<file path="src/rtl/wfr_sample_packer.sv">
// wfr_sample_packer: decimates signed samples by 2^decimLog2 and packs DATA_WIDTH/SAMPLE_WIDTH kept samples per output word
// Optional WFR_PACKER_AVERAGE_EN: each kept value is the boxcar mean of its group instead of its first sample.
module wfr_sample_packer #(
    parameter int SAMPLE_WIDTH    = 32,
    parameter int DATA_WIDTH      = 128,
    parameter int TIMESTAMP_WIDTH = 64
) (
    input  logic                       clk,
    input  logic                       rst,
    input  logic                       enable,
    input  logic [3:0]                 decimLog2,
    input  logic [SAMPLE_WIDTH-1:0]    sampleIn,
    input  logic                       sampleValid,
    input  logic [7:0]                 triggerIn,
    input  logic [TIMESTAMP_WIDTH-1:0] timestampIn,
    output logic [DATA_WIDTH-1:0]      data,
    output logic                       valid,
    output logic [7:0]                 triggers,
    output logic [TIMESTAMP_WIDTH-1:0] timestamp
);
    localparam int LANES = DATA_WIDTH / SAMPLE_WIDTH;
    localparam int LW    = $clog2(LANES);

    generate
        if (DATA_WIDTH % SAMPLE_WIDTH != 0 || LANES < 2) begin : g_bad_cfg
            $error("DATA_WIDTH must be a multiple of SAMPLE_WIDTH with at least two lanes");
        end
    endgenerate

    logic                       en_q;
    logic [3:0]                 decim_reg;
    logic [14:0]                grp_cnt;
    logic [LW-1:0]              lane;
    logic [7:0]                 pending;
    logic [TIMESTAMP_WIDTH-1:0] ts_hold;
    logic [DATA_WIDTH-SAMPLE_WIDTH-1:0] lanes_q;
    logic [3:0]                 decim;
    logic [14:0]                last_cnt;
    logic                       accept;
    logic                       first;
    logic                       group_done;
    logic                       emit;
    logic [SAMPLE_WIDTH-1:0]    kept;
`ifdef WFR_PACKER_AVERAGE_EN
    logic signed [SAMPLE_WIDTH+14:0] acc_q;
    logic signed [SAMPLE_WIDTH+14:0] sum;
`else
    logic [SAMPLE_WIDTH-1:0]    first_q;
`endif

    // Accept/complete/emit decisions; on the enable rising edge the live decimLog2 already applies
    always_comb begin
        decim      = (enable && !en_q) ? decimLog2 : decim_reg;
        last_cnt   = 15'((16'd1 << decim) - 16'd1);
        accept     = enable && sampleValid;
        first      = grp_cnt == 15'd0;
        group_done = accept && grp_cnt == last_cnt;
        emit       = group_done && lane == LW'(LANES - 1);
`ifdef WFR_PACKER_AVERAGE_EN
        sum        = first ? {{15{sampleIn[SAMPLE_WIDTH-1]}}, sampleIn}
                           : acc_q + {{15{sampleIn[SAMPLE_WIDTH-1]}}, sampleIn};
        kept       = SAMPLE_WIDTH'(sum >>> decim);
`else
        kept       = first ? sampleIn : first_q;
`endif
    end

    // Group/lane counting, lane storage, trigger accumulation and registered word output
    always_ff @(posedge clk) begin
        if (rst) begin
            en_q      <= 1'b0;
            decim_reg <= '0;
            grp_cnt   <= '0;
            lane      <= '0;
            pending   <= '0;
            ts_hold   <= '0;
            lanes_q   <= '0;
`ifdef WFR_PACKER_AVERAGE_EN
            acc_q     <= '0;
`else
            first_q   <= '0;
`endif
            data      <= '0;
            valid     <= 1'b0;
            triggers  <= '0;
            timestamp <= '0;
        end else begin
            en_q  <= enable;
            valid <= emit;
            if (enable && !en_q) decim_reg <= decimLog2;
            if (!enable) begin
                grp_cnt <= '0;
                lane    <= '0;
                pending <= '0;
            end else begin
                pending <= emit ? 8'd0 : pending | triggerIn;
                if (accept) begin
                    grp_cnt <= group_done ? 15'd0 : grp_cnt + 15'd1;
                    if (group_done) lane <= emit ? '0 : lane + 1'b1;
`ifdef WFR_PACKER_AVERAGE_EN
                    acc_q <= sum;
`else
                    if (first) first_q <= sampleIn;
`endif
                    if (first && lane == '0) ts_hold <= timestampIn;
                    if (group_done && !emit) lanes_q[lane*SAMPLE_WIDTH +: SAMPLE_WIDTH] <= kept;
                end
            end
            if (emit) begin
                data      <= {kept, lanes_q};
                triggers  <= pending | triggerIn;
                timestamp <= ts_hold;
            end
        end
    end
endmodule

</file>
<file path="config.mk">
export PLATFORM = sky130hd
export DESIGN_NAME = wfr_sample_packer
export DESIGN_NICKNAME = d
export VERILOG_FILES = /design/src/rtl/wfr_sample_packer.sv
export SDC_FILE = /design/constraint.sdc
export NUM_CORES = 1
export LEC_CHECK = 0
export BUFFER_PORTS_ARGS = -buffer_cell sky130_fd_sc_hd__buf_4
export CAP_MARGIN = 20
export CORE_MARGIN = 1.5
export CORE_UTILIZATION = 51
export CTS_CLUSTER_SIZE = 12
export DETAILED_ROUTE_END_ITERATION = 12
export HOLD_SLACK_MARGIN = 0.08
export PLACE_DENSITY = 0.79
export SYNTH_ARGS = -nofsm -noshare
export SYNTH_HDL_FRONTEND = slang
export SYNTH_SLANG_ARGS = --single-unit
</file>
<file path="constraint.sdc">
create_clock -name clk -period 3.7 [get_ports clk]
set_input_delay 0.555 -clock clk [delete_from_list [all_inputs] [get_ports clk]]
set_output_delay 0.555 -clock clk [all_outputs]
set_load 0.1 [all_outputs]
</file>
==> flow_metrics.py, run 1 <==
metrics = {
    "critical_path": {
        "slowest_stage": "mux2_2",
        "path_common_cell": "buf_4",
        "worstPathMaxFanout": 16,
        "r2r_end": "lanes_q[11]",
        "path_cells": "and2b_4 -> mux2_2 -> nor2_4 -> nand2_1 -> ha_2 -> o21ai_0 -> a221oi_2 -> o211a_1 -> o211ai_1 -> buf_4 -> nor4_4 -> buf_4 -> buf_12 -> nand4b_1 -> buf_4 -> clkbuf_16 -> mux2i_1",
        "criticalPathCategory": "reg2reg",
        "r2r.worst_path.cells": 17,
        "end_kind": "flip-flop",
        "start_kind": "flip-flop",
        "cpPeakStageDelay_ps": 370,
        "ff2ff_setup_slack_ps": 140,
        "worstPathArrival_ps": 4010,
        "rr_startpoint": "en_q",
        "worstPathRequired_ps": 4140,
    },
    "clock_tree": {
        "clk_latency_ps": 580,
        "cts_sinks": 423,
        "ctsHoldBuffers": 0,
        "htreeDepth": 2,
        "cts_buffers": 45,
        "clock_path_buffers": 3,
        "root_buffer": "clkbuf_16",
        "clk_pin_slew_ps": 60,
        "cts_tree": "done",
    },
    "finish": {
        "fillCellCount": 2833,
        "regMostFlops": "data",
        "area_growth_pct": 25.0,
        "fin_util_pct": 64.6,
        "largest_register_ffs": 128,
        "drive_above_1_share_pct": 20.7,
        "fin_cells": 2808,
        "top_regs": "data (128), lanes_q (96)",
        "nNetsFinal": 2440,
    },
    "worst_hold_path": {
        "holdPathEnd": "ts_hold[31]",
        "hp-start": "timestampIn[31]",
        "hold_path_depth": 3,
        "hold_class": "in2reg",
    },
    "synthesis": {
        "async_reset_ff_share_pct": 0,
        "synthTopCellsByArea": "dfxtp_1, mux2i_1, nand2_1, a21oi_1, nand4_1",
        "ys_seq_area_share_pct": 47.7,
        "synth_compound_area_share_pct": 17.3,
        "yosysUniqueCellTypes": 62,
        "synth_top_cell_by_area": "dfxtp_1",
        "avgSynthCellArea_um2": 8.48,
        "synthMuxAreaShare_pct": 7.91,
        "synthAdderAreaFrac_pct": 0.493,
        "synth_simple_gate_area_share_pct": 20.5,
        "synthCells": 2094,
        "synth-xor-area-share_pct": 0.839,
        "synth_top_area_share_pct": 47.7,
        "yosysWarnings": 0,
        "synth_top_family_by_area": "simple AND/OR/NAND/NOR gates",
        "mappedNetlistArea_um2": 17800,
        "synth_edf_count": 0,
        "synth_ff_type": "dfxtp_1",
        "synth_nets": 2213,
        "ys_seq_elements": 423,
    },
    "placed_design": {
        "gpl.final_weighted_congestion": 0.840,
        "port_buffers": 312,
        "post-dp-hpwl_um": 34900,
        "dp_slack_ps": -60.3,
        "dp_cells": 2718,
    },
    "detailed_routing": {
        "drc": 0,
        "drt_pass1_iterations": 5,
        "vias_per_cell": 5.98,
        "drt-initial-drc-count": 1303,
        "drt-total-wl_um": 56400,
        "ant_nets": 0,
        "routedWlPerCell_um": 20.1,
        "vias": 16800,
    },
    "timing": {
        "final-max-slew-violation-count": 0,
        "hold_violations": 0,
        "skew_ps": 27.0,
        "slew_headroom_pct": 35.6,
        "layout_min_cycle_time_ps": 3560,
        "tightest_slew_ps": 966,
        "min_period_over_period_pct": 96.3,
        "setup_viol": 0,
        "fmax_mhz": 281,
        "setup_tns_ps": 0,
        "fin_ws_ps": 138,
    },
    "power_and_ir_drop": {
        "p_leak_nw": 8.80,
        "peakVddDrop_mv": 0.347,
        "power.density_nw_per_um2": 441,
    },
    "floorplanning": {
        "die_y_um": 190,
        "core_um2": 34400,
        "die_w_um": 190,
        "die_area_um2": 35900,
        "rows": 68,
        "initial_core_util_pct": 51.7,
        "io_pins": 313,
    },
    "global_routing": {
        "grt.total_usage_pct": 29.5,
        "grt_pass1_wl_um": 85600,
        "overflow": 0,
        "first_global_vias": 15800,
        "grt_max_degree": 219,
        "antenna_found_initial": 0,
    },
    "run_status": {
        "outcome": "completed",
    },
    "run": {
        "max_cap_violations": 0,
    },
}
[where the power goes]
part	internal (mW)	leakage, nW	switching [mW]
clock network	2.36	0.661	1.85
registers	4.62	3.42	0.0410
logic	0.319	4.72	0.590
total	7.30	8.80	2.48
[critical path: cells and delay by family, from the launching register on]
kind            cells  cell delay [ps]
mux                 2              500
simple gates        5              760
buf+inv             5              880
flops               1              350
fa+ha+maj           1              330
compound gates      4              570
[Yosys cell counts (all sizes together) (44+ instances only)]
| master | instances |
|---|---|
| a211oi | 74 |
| a31oi | 44 |
| buf | 59 |
| nand2b | 100 |
| o21ai | 166 |
| a21oi | 229 |
| nor2 | 73 |
| mux2i | 135 |
| dfxtp | 423 |
| nand4 | 164 |
| clkbuf | 154 |
| nand2 | 330 |
[kinds of logic (layout without fill, tap and decap cells)]
logic type | Yosys count | in the layout
simple gates | 738 | 738
compound gates | 544 | 544
flops | 423 | 423
buf+inv | 226 | 484
mux | 139 | 139
xor+xnor | 17 | 17
fa+ha+maj | 7 | 7
other cells | 0 | 1
[repair_timing]
action	CTS	global route
gates resized for setup	0	22
buffers inserted	0	5
setup endpoints to repair	0	304
hold endpoints to repair	0	0
[area by class of cell]
class | count | area (um^2) | area share [%]
tap | 455 | 569 | 2.57
multi-input combinational | 1445 | 8470 | 38.2
antenna | 1 | 2.50 | 0.0113
timing repair buffer | 393 | 3290 | 14.8
clock buffer | 67 | 1260 | 5.67
clock inverter | 11 | 85.1 | 0.383
sequential | 423 | 8470 | 38.2
inverter | 13 | 48.8 | 0.220
[metrics by stage]
stage	cell area, um^2	power (mW)	hold WS (ps)
detailed placement	20600	5.63	447
finish	22200	9.78	241
floorplan	17800	5.25	437
global route	22200	10.1	239
global placement	20600	5.62	442
CTS	21900	9.80	227
[how the worst max path moves through the flow]
stage	startpoint	end	slack (ps)	cells after the start
after detailed placement	enable	data[103]	-60	15
after global placement	enable	data[127]	-20	15
after CTS	en_q	lanes_q[19]	70	14
after floorplan	enable	lane[0]	50	14
after global routing	en_q	lanes_q[11]	-20	17
final	en_q	lanes_q[11]	140	17
[cells in the final DEF (no fill, tap or decap), drive strengths merged, types with 73 or more instances in the layout]
| cell type | count |
|---|---|
| buf | 388 |
| nand2b | 100 |
| a211oi | 74 |
| a21oi | 229 |
| nand2 | 330 |
| nor2 | 73 |
| mux2i | 135 |
| dfxtp | 423 |
| o21ai | 166 |
| nand4 | 164 |
[routing by layer]
| metal | vias up | wire length [um] | global-route usage (%) | part of all wire [%] |
|---|---|---|---|---|
| met3 | 167 | 4220 | 4.80 | 7.5 |
| li1 | 7866 | - | - | - |
| met1 | 7991 | 23400 | 39.4 | 42 |
| met4 | 0 | 3290 | 17.5 | 5.8 |
| met5 | - | 0 | 0 | 0 |
| met2 | 780 | 25500 | 45.2 | 45 |
No activity file was read; power rests on OpenSTA's default activity.
==> run 2, diff against run 1 <==
--- a/config.mk
+++ b/config.mk
@@ -12,7 +12,7 @@
 export CTS_CLUSTER_SIZE = 12
 export DETAILED_ROUTE_END_ITERATION = 12
 export HOLD_SLACK_MARGIN = 0.08
-export PLACE_DENSITY = 0.79
+export PLACE_DENSITY_LB_ADDON = 0.05
 export SYNTH_ARGS = -nofsm -noshare
 export SYNTH_HDL_FRONTEND = slang
 export SYNTH_SLANG_ARGS = --single-unit
==> run 2 against run 1 <==
- sequential power hardly changed
- setup slack got worse by 13 ps
- routed wire length down 1.8%
- critical path depth unchanged
- hold slack improved by 7.9 ps
- core utilization is 0.15 points higher
- largest cell class unchanged
==> flow_metrics.py, run 2 (synthesized netlist as in run 1, its figures left out) <==
metrics = {
    "floorplanning": {
        "die_w_um": 190,
        "rows": 68,
        "initial_core_util_pct": 51.7,
        "die_y_um": 190,
        "core_um2": 34400,
        "die_area_um2": 35900,
        "io_pins": 313,
    },
    "clock_tree": {
        "clk_latency_ps": 550,
        "cts_sinks": 423,
        "clk_pin_slew_ps": 60,
        "ctsHoldBuffers": 0,
        "cts_buffers": 45,
        "root_buffer": "clkbuf_16",
        "htreeDepth": 2,
        "cts_tree": "done",
        "clock_path_buffers": 3,
    },
    "detailed_routing": {
        "vias": 16400,
        "drt_pass1_iterations": 7,
        "drc": 0,
        "routedWlPerCell_um": 19.7,
        "drt-total-wl_um": 55400,
        "vias_per_cell": 5.84,
        "drt-initial-drc-count": 1260,
        "ant_nets": 0,
    },
    "timing": {
        "tightest_slew_ps": 873,
        "min_period_over_period_pct": 96.6,
        "whs_ps": 249,
        "skew_ps": 11.4,
        "fmax_mhz": 280,
        "fin_ws_ps": 125,
        "setup_viol": 0,
        "layout_min_cycle_time_ps": 3580,
        "grt_setup_unrepaired": "no",
        "final-max-slew-violation-count": 0,
        "hold_violations": 0,
        "slew_headroom_pct": 41.8,
    },
    "critical_path": {
        "r2r_end": "lanes_q[63]",
        "path_common_cell": "buf_4",
        "worstPathArrival_ps": 4050,
        "ff2ff_setup_slack_ps": 120,
        "cp_top_family": "simple AND/OR/NAND/NOR gates",
        "worstPathMaxFanout": 16,
        "r2r.worst_path.cells": 17,
        "slowest_stage": "or3b_2",
        "cpPeakStageDelay_ps": 470,
        "worstPathRequired_ps": 4170,
        "criticalPathCategory": "reg2reg",
        "end_kind": "flip-flop",
        "path_cells": "and2b_4 -> mux2_2 -> nor2_2 -> nand2_2 -> ha_4 -> buf_4 -> o311a_1 -> or3b_2 -> o211ai_1 -> buf_4 -> nor4_4 -> buf_4 -> buf_4 -> nand4b_1 -> buf_4 -> clkbuf_16 -> mux2i_1",
        "start_kind": "flip-flop",
        "crit_buf_inv": 6,
        "rr_startpoint": "en_q",
    },
    "placed_design": {
        "gpl.final_weighted_congestion": 0.918,
        "dp_slack_ps": -262,
        "place_area_um2": 20600,
        "post-dp-hpwl_um": 34600,
        "port_buffers": 312,
        "dp_cells": 2721,
    },
    "finish": {
        "layout_commonest_cell": "dfxtp_1",
        "area_growth_pct": 25.3,
        "drive_above_1_share_pct": 20.9,
        "largest_register_ffs": 128,
        "nNetsFinal": 2442,
        "layout_common_cells": "dfxtp_1, buf_4, nand2_1",
        "top_regs": "data (128), lanes_q (96)",
        "regMostFlops": "data",
        "fin_cells": 2806,
        "finalInstanceArea_um2": 22200,
    },
    "power_and_ir_drop": {
        "power.density_nw_per_um2": 447,
        "p_leak_nw": 8.86,
        "peakVddDrop_mv": 0.274,
    },
    "worst_hold_path": {
        "hold_class": "in2reg",
        "hp-start": "timestampIn[50]",
        "holdPathEnd": "ts_hold[50]",
        "hold_path_depth": 3,
    },
    "global_routing": {
        "first_global_vias": 15600,
        "grt_pass1_wl_um": 85200,
        "overflow": 0,
        "antenna_found_initial": 1,
        "grt_max_degree": 117,
        "grt.total_usage_pct": 29.2,
    },
    "run": {
        "max_cap_violations": 0,
    },
    "run_status": {
        "outcome": "completed",
    },
}
run 2: changes by cell type in the layout (fill, tap and decap cells not counted), sizes merged:
cell | before | now
buf | 388 | 391
bufinv | 0 | 2
inv | 15 | 12
clkinv | 9 | 10
clkbuf | 72 | 67
run 2: routing by layer:
| metal | share of wire [%] | routed length (um) | GRT usage [%] |
|---|---|---|---|
| met1 | 42 | 23200 | 37.5 |
| met2 | 47 | 26300 | 48.4 |
| met3 | 6.8 | 3770 | 5.20 |
| met4 | 3.9 | 2140 | 12.4 |
| met5 | 0 | 0 | 0 |
run 2: worst max-delay path by stage:
stage / to / start / cells past startpoint / slack (ps)
2_1_floorplan: lane[0] / enable / 14 / 50
3_3_place_gp: lanes_q[82] / enable / 16 / -210
3_5_place_dp: data[115] / enable / 15 / -260
4_1_cts: lanes_q[74] / en_q / 15 / 0.2
5_1_grt: lanes_q[18] / en_q / 17 / 6
6_report: lanes_q[63] / en_q / 17 / 120
run 2: metrics by stage:
stage               TNS (ps)  power, mW  utilization (%)
floorplan                  0       5.25                -
global placement      -41800       5.64             60.0
detailed placement    -48810       5.64             60.0
CTS                        0       9.97             64.1
global route               0       10.3             64.7
finish                     0       9.93             64.7
run 2: tightest hold or removal path, stage by stage:
cell and delay, ps:
buf_4 110, nand2_1 40, a21oi_1 50
run 2: timing repair:
| action | in CTS | in global routing |
|---|---|---|
| resized for setup | 2 | 19 |
| endpoints found under the setup margin | 116 | 316 |
| pin swaps | 0 | 3 |
| gates cloned | 0 | 6 |
| setup buffers | 0 | 4 |
run 2: cell type report:
type                       count  area, um^2
tap                          455         569
antenna                        1        2.50
sequential                   423        8470
multi-input combinational   1445        8470
timing repair buffer         395        3270
fill                        2952       12100
clock inverter                11         116
inverter                      13        48.8
clock buffer                  63        1290
run 2: report_power, final:
part	switching [mW]	total [mW]	internal, mW
clock network	1.81	4.37	2.56
registers	0.0391	4.66	4.62
logic	0.571	0.904	0.333
total	2.42	9.93	7.51
==> run 3, diff against run 2 <==
--- a/config.mk
+++ b/config.mk
@@ -5,12 +5,12 @@
 export SDC_FILE = /design/constraint.sdc
 export NUM_CORES = 1
 export LEC_CHECK = 0
-export BUFFER_PORTS_ARGS = -buffer_cell sky130_fd_sc_hd__buf_4
 export CAP_MARGIN = 20
 export CORE_MARGIN = 1.5
-export CORE_UTILIZATION = 51
+export CORE_UTILIZATION = 57
 export CTS_CLUSTER_SIZE = 12
 export DETAILED_ROUTE_END_ITERATION = 12
+export DONT_BUFFER_PORTS = 1
 export HOLD_SLACK_MARGIN = 0.08
 export PLACE_DENSITY_LB_ADDON = 0.05
 export SYNTH_ARGS = -nofsm -noshare
==> run 3 against run 2 <==
- final cell count is 14% lower
- sequential power about the same
- via count fell by 7.8%
- first-iteration DRC count rose by 23%
- hold slack got worse by 110 ps
==> flow_metrics.py, run 3 (synthesized netlist as in run 1, its figures left out) <==
metrics = {
    "run_status": {
        "outcome": "completed",
    },
    "finish": {
        "finalInstanceArea_um2": 19700,
        "drive_above_1_share_pct": 7.74,
        "top_regs": "data (128), lanes_q (96)",
        "largest_register_ffs": 128,
        "insertedDiodeCount": 0,
        "layout_common_cells": "dfxtp_1, nand2_1, a21oi_1",
        "regMostFlops": "data",
        "area_growth_pct": 10.9,
        "nNetsFinal": 2122,
        "layout_commonest_cell": "dfxtp_1",
    },
    "floorplanning": {
        "die_area_um2": 32200,
        "rows": 64,
        "die_w_um": 179,
        "die_y_um": 179,
        "initial_core_util_pct": 58.0,
        "io_pins": 313,
        "core_um2": 30600,
    },
    "timing": {
        "fmax_mhz": 278,
        "layout_min_cycle_time_ps": 3590,
        "grt_setup_unrepaired": "no",
        "min_period_over_period_pct": 97.1,
        "hold_violations": 0,
        "whs_ps": 141,
        "skew_ps": 18.3,
        "setup_viol": 0,
        "final-max-slew-violation-count": 0,
        "slew_headroom_pct": 22.6,
        "tightest_slew_ps": 1160,
    },
    "critical_path": {
        "worstPathRequired_ps": 4150,
        "criticalPathCategory": "reg2reg",
        "end_kind": "flip-flop",
        "worstPathArrival_ps": 4040,
        "cp_top_family": "buffers and inverters",
        "slowest_stage": "nor4_4",
        "start_kind": "flip-flop",
        "crit_cells": 15,
        "worstPathMaxFanout": 28,
        "crit_buf_inv": 5,
        "r2r.worst_path.cells": 15,
        "path_common_cell": "buf_4",
        "cpPeakStageDelay_ps": 370,
        "path_cells": "nand2b_1 -> mux2i_2 -> o21bai_1 -> ha_2 -> buf_4 -> xor2_1 -> xnor2_1 -> o21ai_0 -> buf_4 -> nor4_4 -> buf_4 -> clkbuf_16 -> buf_12 -> nand4_1 -> a21oi_1",
    },
    "clock_tree": {
        "clk_latency_ps": 540,
        "cts_sinks": 423,
        "cts_buffers": 44,
        "clock_path_buffers": 3,
        "cts_tree": "done",
        "clk_pin_slew_ps": 60,
        "htreeDepth": 2,
        "ctsHoldBuffers": 0,
        "root_buffer": "clkbuf_16",
    },
    "global_routing": {
        "overflow": 0,
        "grt_pass1_wl_um": 80000,
        "first_global_vias": 14400,
        "antenna_found_initial": 1,
        "grt.total_usage_pct": 30.2,
        "grt_max_degree": 402,
    },
    "worst_hold_path": {
        "hold_class": "in2reg",
        "hold_path_depth": 1,
    },
    "power_and_ir_drop": {
        "power.density_nw_per_um2": 488,
        "netSwitchingFraction_pct": 23.8,
        "peakVddDrop_mv": 0.346,
        "clockPowerShare_pct": 43.5,
        "p_leak_nw": 7.14,
        "combPwrFrac_pct": 7.9,
        "intPower_mw": 7.32,
        "power_frac_seq_pct": 48.5,
        "power.switching_mw": 2.28,
    },
    "detailed_routing": {
        "ant_nets": 0,
        "drc": 0,
        "routedWlPerCell_um": 21.3,
        "drt-total-wl_um": 51600,
        "vias_per_cell": 6.23,
        "drt-initial-drc-count": 1551,
        "vias": 15100,
        "drt_pass1_iterations": 6,
    },
    "placed_design": {
        "gpl.final_weighted_congestion": 0.868,
        "port_buffers": 0,
        "post-dp-hpwl_um": 31900,
        "place_area_um2": 18200,
    },
    "run": {
        "max_cap_violations": 0,
    },
}
[run 3: repair_timing]
item,CTS,global route
endpoints found under the setup margin,0,319
setup buffers,0,9
gates resized for setup,0,5
[run 3: metal layers]
metal	vias up	routed length [um]	global-route usage [%]
met4	2	2160	13.0
met1	7218	21000	37.4
met2	518	24400	49.4
li1	7241	-	-
met5	-	12	0
met3	120	4060	8.08
[run 3: final timing paths]
check,from,slack [ps],end
worst max-delay path,en_q,110,data[88]
worst min-delay path,rst,140,triggers[0]
worst min register to register,ts_hold[58],460,ts_hold[58]
worst max register to register,en_q,110,data[88]
[run 3: cell type report]
class / count / area, um^2
clock buffer: 66 / 1260
clock inverter: 6 / 72.6
timing repair buffer: 75 / 906
multi-input combinational: 1446 / 8430
tap: 396 / 495
sequential: 423 / 8470
inverter: 13 / 48.8
fill: 2635 / 10900
[run 3: stage by stage]
stage	setup WS [ps]	util (%)	setup TNS (ps)	total power, mW	cells
global placement	-24.3	59.5	-879	5.46	2341
global route	6.53	64.4	0	9.91	2425
floorplan	48.7	-	0	5.25	2094
detailed placement	-90.7	59.5	-8430	5.47	2341
finish	108	64.4	0	9.61	2425
CTS	36.5	63.9	0	9.61	2413
[run 3: worst reg2reg max path: cells and delay by family (launching register included)]
kind	cells	cell delay, ps
and+or+nand+nor	3	760
DFF	1	350
xor gates and xnor gates	2	300
adders and majority gates	1	270
AOI/OAI and AO/OA	3	570
muxes	1	360
buffers and inverters	5	890
[run 3: power by group through the flow]
stage	clock network (mW)	logic, mW	registers (mW)
2_1_floorplan	0	0.507	4.75
3_3_place_gp	0	0.708	4.76
3_5_place_dp	0	0.711	4.76
4_1_cts	4.23	0.717	4.66
5_1_grt	4.42	0.814	4.67
6_report	4.18	0.763	4.66
